==> config.mk <==
export PLATFORM = sky130hd
export DESIGN_NAME = cpu_io_responder
export DESIGN_NICKNAME = d
export VERILOG_FILES = /design/src/rtl/cpu_io_pkg.sv /design/src/rtl/cpu_io_timer.sv /design/src/rtl/cpu_io_responder.sv
export SDC_FILE = /design/constraint.sdc
export NUM_CORES = 1
export LEC_CHECK = 0
export CAP_MARGIN = 20
export CORE_UTILIZATION = 30
export CTS_BUF_LIST = sky130_fd_sc_hd__clkbuf_4 sky130_fd_sc_hd__clkbuf_8
export DETAILED_ROUTE_END_ITERATION = 8
export SYNTH_ARGS = -nofsm -noshare
export SYNTH_HDL_FRONTEND = slang
export SYNTH_SLANG_ARGS = --single-unit
==> constraint.sdc <==
create_clock -name clk -period 4.9 [get_ports clk]
set_input_delay 0.735 -clock clk [delete_from_list [all_inputs] [get_ports clk]]
set_output_delay 0.735 -clock clk [all_outputs]
set_load 0.03 [all_outputs]
==> src/rtl/cpu_io_pkg.sv <==
// Shared constants for the MC6809 I/O responder:
// register offsets, interrupt bit indices, watchdog states.
package cpu_io_pkg;

   localparam logic [3:0] OFF_IEN   = 4'h0;
   localparam logic [3:0] OFF_IPEND = 4'h1;
   localparam logic [3:0] OFF_WDOG  = 4'h2;
   localparam logic [3:0] OFF_TPER  = 4'h3;
   localparam logic [3:0] OFF_L0    = 4'h4;
   localparam logic [3:0] OFF_L1    = 4'h5;
   localparam logic [3:0] OFF_L2    = 4'h6;
   localparam logic [3:0] OFF_L3    = 4'h7;
   localparam logic [3:0] OFF_INP   = 4'h8;
   localparam logic [3:0] OFF_FCNT  = 4'h9;

   localparam int BIT_IRQ  = 0;
   localparam int BIT_FIRQ = 1;
   localparam int BIT_NMI  = 2;

   typedef enum logic {
      WD_RUN  = 1'b0,
      WD_FIRE = 1'b1
   } wd_state_t;

endpackage

==> src/rtl/cpu_io_timer.sv <==
// FIRQ timer: prescaler plus tick counter compared against
// the programmed period; emits a one-clk expiry pulse.
module cpu_io_timer #(
   parameter int PRESCALE = 256
) (
   input  logic       clk,
   input  logic       rst_n,
   input  logic [7:0] tper,
   input  logic       tper_wr,
   output logic       expire
);

   localparam int PW = (PRESCALE > 1) ? $clog2(PRESCALE) : 1;

   logic [PW-1:0] presc;
   logic [7:0]    tick;
   logic          wrap;
   logic          hit;

   assign wrap = (presc == PW'(PRESCALE - 1));
   assign hit  = ((tick + 8'd1) == tper);

   always_ff @(posedge clk or negedge rst_n) begin
      if (!rst_n) begin
         presc  <= '0;
         tick   <= '0;
         expire <= 1'b0;
      end else begin
         expire <= 1'b0;
         if (tper_wr || (tper == 8'd0)) begin
            presc <= '0;
            tick  <= '0;
         end else if (wrap) begin
            presc <= '0;
            if (hit) begin
               tick   <= '0;
               expire <= 1'b1;
            end else begin
               tick <= tick + 8'd1;
            end
         end else begin
            presc <= presc + PW'(1);
         end
      end
   end

endmodule

==> src/rtl/cpu_io_responder.sv <==
// MC6809 bus-side I/O responder: 16-byte window with interrupt,
// timer, watchdog, output latch and input port registers.
module cpu_io_responder
   import cpu_io_pkg::*;
#(
   parameter logic [15:0] BASE_ADDR   = 16'h5000,
   parameter int          PRESCALE    = 256,
   parameter int          WDOG_FRAMES = 8,
   parameter int          WDOG_PULSE  = 16
) (
   input  logic        clk,
   input  logic        rst_n,
   input  logic        vma,
   input  logic        rw,
   input  logic [15:0] address,
   input  logic [7:0]  cpu_dout,
   output logic [7:0]  cpu_din,
   output logic        sel,
   output logic        irq,
   output logic        firq,
   output logic        nmi,
   input  logic        vblank,
   input  logic        ext_nmi,
   input  logic [7:0]  in_port,
   output logic [31:0] out_latch,
   output logic        wdog_rst
);

   localparam int FW = $clog2(WDOG_FRAMES + 1);
   localparam int PW = $clog2(WDOG_PULSE + 1);

   logic [3:0]      off;
   logic            vma_q;
   logic            stb;
   logic            wr_stb;
   logic            rd_stb;
   logic            we_ien;
   logic            we_ipend;
   logic            we_wdog;
   logic            we_tper;
   logic [3:0]      we_lat;
   logic [7:0]      rdata;

   logic            vb_m, vb_s, vb_q;
   logic            en_m, en_s, en_q;
   logic [7:0]      inp_m, inp_s;
   logic            vb_rise;
   logic            nmi_rise;

   logic [2:0]      ien;
   logic [2:0]      ipend;
   logic [2:0]      ipend_set;
   logic [2:0]      ipend_clr;
   logic [7:0]      tper;
   logic [3:0][7:0] lat;
   logic [7:0]      fcnt;
   logic            expire;

   wd_state_t       wd_state;
   wd_state_t       wd_next;
   logic [FW-1:0]   wd_cnt;
   logic [PW-1:0]   wd_pcnt;

   assign off    = address[3:0];
   assign sel    = vma & (address[15:4] == BASE_ADDR[15:4]);
   assign stb    = sel & ~vma_q;
   assign wr_stb = stb & ~rw;
   assign rd_stb = stb & rw;

   // vma_q resets high so a bus cycle cut by reset never strobes
   always_ff @(posedge clk or negedge rst_n) begin
      if (!rst_n) vma_q <= 1'b1;
      else        vma_q <= vma;
   end

   always_ff @(posedge clk or negedge rst_n) begin
      if (!rst_n) begin
         vb_m  <= 1'b0;
         vb_s  <= 1'b0;
         vb_q  <= 1'b0;
         en_m  <= 1'b0;
         en_s  <= 1'b0;
         en_q  <= 1'b0;
         inp_m <= '0;
         inp_s <= '0;
      end else begin
         vb_m  <= vblank;
         vb_s  <= vb_m;
         vb_q  <= vb_s;
         en_m  <= ext_nmi;
         en_s  <= en_m;
         en_q  <= en_s;
         inp_m <= in_port;
         inp_s <= inp_m;
      end
   end

   assign vb_rise  = vb_s & ~vb_q;
   assign nmi_rise = en_s & ~en_q;

   always_comb begin
      we_ien   = 1'b0;
      we_ipend = 1'b0;
      we_wdog  = 1'b0;
      we_tper  = 1'b0;
      we_lat   = '0;
      if (wr_stb) begin
         unique case (1'b1)
            (off == OFF_IEN):   we_ien    = 1'b1;
            (off == OFF_IPEND): we_ipend  = 1'b1;
            (off == OFF_WDOG):  we_wdog   = 1'b1;
            (off == OFF_TPER):  we_tper   = 1'b1;
            (off == OFF_L0):    we_lat[0] = 1'b1;
            (off == OFF_L1):    we_lat[1] = 1'b1;
            (off == OFF_L2):    we_lat[2] = 1'b1;
            (off == OFF_L3):    we_lat[3] = 1'b1;
            default: ;
         endcase
      end
   end

   always_comb begin
      rdata = 8'hFF;
      case (off)
         OFF_IEN:   rdata = {5'd0, ien};
         OFF_IPEND: rdata = {5'd0, ipend};
         OFF_WDOG:  rdata = 8'h00;
         OFF_TPER:  rdata = tper;
         OFF_L0:    rdata = lat[0];
         OFF_L1:    rdata = lat[1];
         OFF_L2:    rdata = lat[2];
         OFF_L3:    rdata = lat[3];
         OFF_INP:   rdata = inp_s;
         OFF_FCNT:  rdata = fcnt;
         default:   rdata = 8'hFF;
      endcase
   end

   always_comb begin
      ipend_set           = '0;
      ipend_set[BIT_IRQ]  = vb_rise;
      ipend_set[BIT_FIRQ] = expire;
      ipend_set[BIT_NMI]  = nmi_rise;
      ipend_clr           = we_ipend ? cpu_dout[2:0] : 3'd0;
   end

   cpu_io_timer #(
      .PRESCALE (PRESCALE)
   ) u_timer (
      .clk     (clk),
      .rst_n   (rst_n),
      .tper    (tper),
      .tper_wr (we_tper),
      .expire  (expire)
   );

   // set is OR-ed after the clear so a coincident set survives
   always_ff @(posedge clk or negedge rst_n) begin
      if (!rst_n) begin
         ien     <= '0;
         ipend   <= '0;
         tper    <= '0;
         lat     <= '0;
         fcnt    <= '0;
         cpu_din <= 8'hFF;
         irq     <= 1'b0;
         firq    <= 1'b0;
         nmi     <= 1'b0;
      end else begin
         if (we_ien)  ien  <= cpu_dout[2:0];
         if (we_tper) tper <= cpu_dout;
         for (int i = 0; i < 4; i++) begin
            if (we_lat[i]) lat[i] <= cpu_dout;
         end
         if (vb_rise) fcnt <= fcnt + 8'd1;
         if (rd_stb)  cpu_din <= rdata;
         ipend <= (ipend & ~ipend_clr) | ipend_set;
         irq   <= ipend[BIT_IRQ]  & ien[BIT_IRQ];
         firq  <= ipend[BIT_FIRQ] & ien[BIT_FIRQ];
         nmi   <= ipend[BIT_NMI]  & ien[BIT_NMI];
      end
   end

   assign out_latch = lat;

   always_ff @(posedge clk or negedge rst_n) begin
      if (!rst_n) begin
         wd_state <= WD_RUN;
         wd_cnt   <= '0;
         wd_pcnt  <= '0;
      end else begin
         wd_state <= wd_next;
         unique case (wd_state)
            WD_RUN: begin
               wd_pcnt <= '0;
               if (wd_cnt == FW'(WDOG_FRAMES)) wd_cnt <= '0;
               else if (we_wdog)               wd_cnt <= '0;
               else if (vb_rise)               wd_cnt <= wd_cnt + FW'(1);
            end
            WD_FIRE: begin
               wd_cnt  <= '0;
               wd_pcnt <= wd_pcnt + PW'(1);
            end
            default: ;
         endcase
      end
   end

   always_comb begin
      wd_next = wd_state;
      unique case (wd_state)
         WD_RUN:  if (wd_cnt == FW'(WDOG_FRAMES))
                     wd_next = WD_FIRE;
         WD_FIRE: if (wd_pcnt == PW'(WDOG_PULSE - 1))
                     wd_next = WD_RUN;
         default: wd_next = WD_RUN;
      endcase
   end

   always_comb begin
      wdog_rst = 1'b0;
      if (wd_state == WD_FIRE) wdog_rst = 1'b1;
   end

endmodule

==> run summary <==
First-pass iteration count of the detailed router -> 4
Max Buffers Root-to-Sink -> 2
Routed wl met3 -> 495 µm
Max-slew violations -> 0
Yosys cell types -> 53
Synth-to-Final Area Change -> 28.79%
DRC -> 0
Largest net degree at the start of global routing -> 81
Placed wire-length estimate -> 9017 µm
Hold crit path type -> primary input to asynchronous set/reset pin
Final std cells w/o fill -> 770
Proportion of synthesized area in mux cells -> 11.77%
Clk sink count -> 115
Slew of the pin with the lowest slew margin -> 0.7200 ns
Port Buffers -> 82
Avg WL per Cell -> 16.32 µm
Slew HR -> 51.82%
Clock-pin slew on the worst setup and hold paths -> 0.06 ns
Die area -> 17830 µm²
Die H -> 133.5 µm
Clk root buf -> clkbuf_8
Overall Global Routing Usage -> 15.13%
Adder-Cell Fraction of Synth Area -> 1.688%
DR WL met2 -> 6221 µm
CTS tree -> done
Leak -> 2.890 nW
Final Hold Fails -> 0
Number of placed instances, taps included -> 737
Post-CTS setup buffer count -> 0
Crit path DAT -> 2.51 ns
Htree depth -> 4
Synthesized flop and latch total -> 115
Synth Cell Area -> 5189 µm²
Die W -> 133.5 µm
Data required, critical path -> 4.16 ns
Ys Warns -> 0
Final net count -> 582
CP max stage delay -> 0.67 ns
Outcome -> finished clean
Clock Skew -> 0.007077 ns
Fillers -> 1585
Tcrit/Tclk final -> 66.23%
Max Fclk -> 308.1 MHz
Peak supply drop -> 0.1910 mV
Starting Density -> 30.96%
Setup crit end kind -> primary output
Antenna diodes -> 0
Post-synthesis compound-gate area fraction -> 8.994%
CORE AREA -> 16760 µm²
Post-synthesis sequential area ratio -> 55.68%
WP buf/inv -> 2
Worst-path cell chain -> clkdlybuf4s50_1, or4_1, nor2_1, clkdlybuf4s50_1
Multi-input logic area -> 2192 µm²
Setup CP Type -> primary input to primary output
Vias -> 3742
Synth Area in Simple Gates -> 14.90%
Cells after Synth -> 444
Antenna violations before repair -> 0
Post-Syn Nets -> 489
Wire length on met1 -> 5607 µm
Delay-heaviest family, CP -> buffers and inverters
Post-route minimum period -> 3.245 ns
Worst skew pair latency -> 0.44 ns
CTS buffer count -> 17
Via count of the first global-routing pass -> 3862
Share of layout cells above drive strength 1 -> 20.00%
FFs w/ async S/R, synth -> 100.0%
Vias per cell -> 4.860
Congestion Overflow GR -> 0
Area share of xor/xnor cells in the synthesized design -> 4.895%
# IOs -> 83
Total wire length -> 12570 µm
Drt initial violations -> 191
Crit-path slowest cell -> clkdlybuf4s50_1
ANT nets after route -> 0
Final Wtd Congestion -> 0.8675
Setup_tns -> 0 ns
Row count -> 47
Top routing layer used -> met4
First-pass GRT wire length -> 20690 µm
Startpoint types -> primary input
Ys flop type -> dfrtp_1
Main combinational cell family by area after synthesis -> simple AND/OR/NAND/NOR gates
Max_cap viols -> 0
Pwr dens -> 316.1 nW/µm²
Most used cell, CP -> clkdlybuf4s50_1
Cts repair resizes -> 0
Avg Synthesized Cell Area -> 11.69 µm²
RSZ-0062 raised after global routing -> false
Final setup vio count -> 0
CP Max Fanout -> 2
Reg area -> 2889 µm²
Post-synth EDFFs -> 0
# hold bufs at CTS -> 0
-- cells by family after synthesis --
family	Yosys count
and+or+nand+nor	143
DFF	115
AOI/OAI and AO/OA	69
muxes	55
xor gates and xnor gates	29
buffers and inverters	26
adders and majority gates	7
-- registers in the layout (all words and copies together) (netlist names) --
name / flops
irq: 1
wd_cnt: 4
vma_q: 1
vb_s: 1
ipend: 3
ien: 3
inp_s: 8
cpu_din: 8
u_timer.presc: 8
fcnt: 8
en_s: 1
tper: 8
en_q: 1
vb_q: 1
u_timer.tick: 8
u_timer.expire: 1
en_m: 1
firq: 1
inp_m: 8
wd_pcnt: 5
out_latch: 32
vb_m: 1
wd_state: 1
nmi: 1
-- routing by layer --
metal  up-vias  track usage [%]
li1       1794                -
met1      1843            18.97
met2        83            24.28
met3        22            4.376
met4         0            6.503
met5         -                0
-- layout by cell type (no fill, tap or decap), drive strengths merged, types with 9 or more instances in the layout --
cell type	synthesis	layout
nor3	11	11
dfstp	9	9
clkdlybuf4s50	0	81
xnor2	17	17
a21oi	16	16
mux2	48	48
o21ai	10	10
xor2	12	12
inv	10	10
clkbuf	12	27
dfrtp	106	106
nor2	34	34
and3	11	11
nand2	25	25
buf	4	9
nand3	19	19
a31oi	10	10
-- path summary, 6_finish.rpt --
path / startpoint / to / slack, ns / depth (start not counted)
worst max-delay path: address[9] / sel / 1.65 / 4
worst min-delay path: rst_n / out_latch[3] / 0.20 / 1
worst max register to register: u_timer.tick[0] / u_timer.tick[2] / 2.60 / 7
worst min register to register: inp_m[6] / inp_s[6] / 0.35 / 0
max in group asynchronous: rst_n / u_timer.presc[5] / 3.59 / 3
min in group clk: inp_m[6] / inp_s[6] / 0.35 / 0
-- final cells by class --
class	count	share of cell area [%]
sequential	115	43.23
multi-input combinational	303	32.80
timing repair buffer	90	13.44
clock buffer	27	5.093
tap	220	4.119
clock inverter	5	0.7489
inverter	10	0.5617
-- stage by stage --
step	instance area, µm²	worst slack (ns)	hold WS, ns	total power [mW]	util [%]
floorplan	5189	2.474	0.3312	1.169	-
global placement	6265	1.694	0.3333	1.266	37.38
detailed placement	6265	1.575	0.3347	1.276	37.38
CTS	6655	1.656	0.3481	2.135	39.71
global route	6683	1.548	0.2008	2.212	39.87
finish	6683	1.655	0.2040	2.112	39.87
-- Yosys cell counts (all sizes together) (7+ instances only) --
cell type | instances | area (µm²)
dfrtp | 106 | 2653
mux2 | 48 | 540.5
nor2 | 34 | 132.6
nand2 | 25 | 93.84
nand3 | 19 | 100.1
xnor2 | 17 | 148.9
a21oi | 16 | 80.08
clkbuf | 12 | 45.04
xor2 | 12 | 105.1
and3 | 11 | 71.31
nor3 | 11 | 77.57
a31oi | 10 | 62.56
inv | 10 | 37.54
o21ai | 10 | 50.05
dfstp | 9 | 236.5
a22oi | 8 | 60.06
nand4 | 8 | 50.05
nor2b | 8 | 50.05
and2 | 7 | 45.05
ha | 7 | 87.58
mux2i | 7 | 70.07
-- where the power goes --
part           leakage [nW]  switching (mW)  internal [mW]
Combinational          1.18           0.107         0.0952
Sequential             1.50          0.0536           1.00
Clock                 0.211           0.360          0.493
Power figures use the tool's default switching activity.
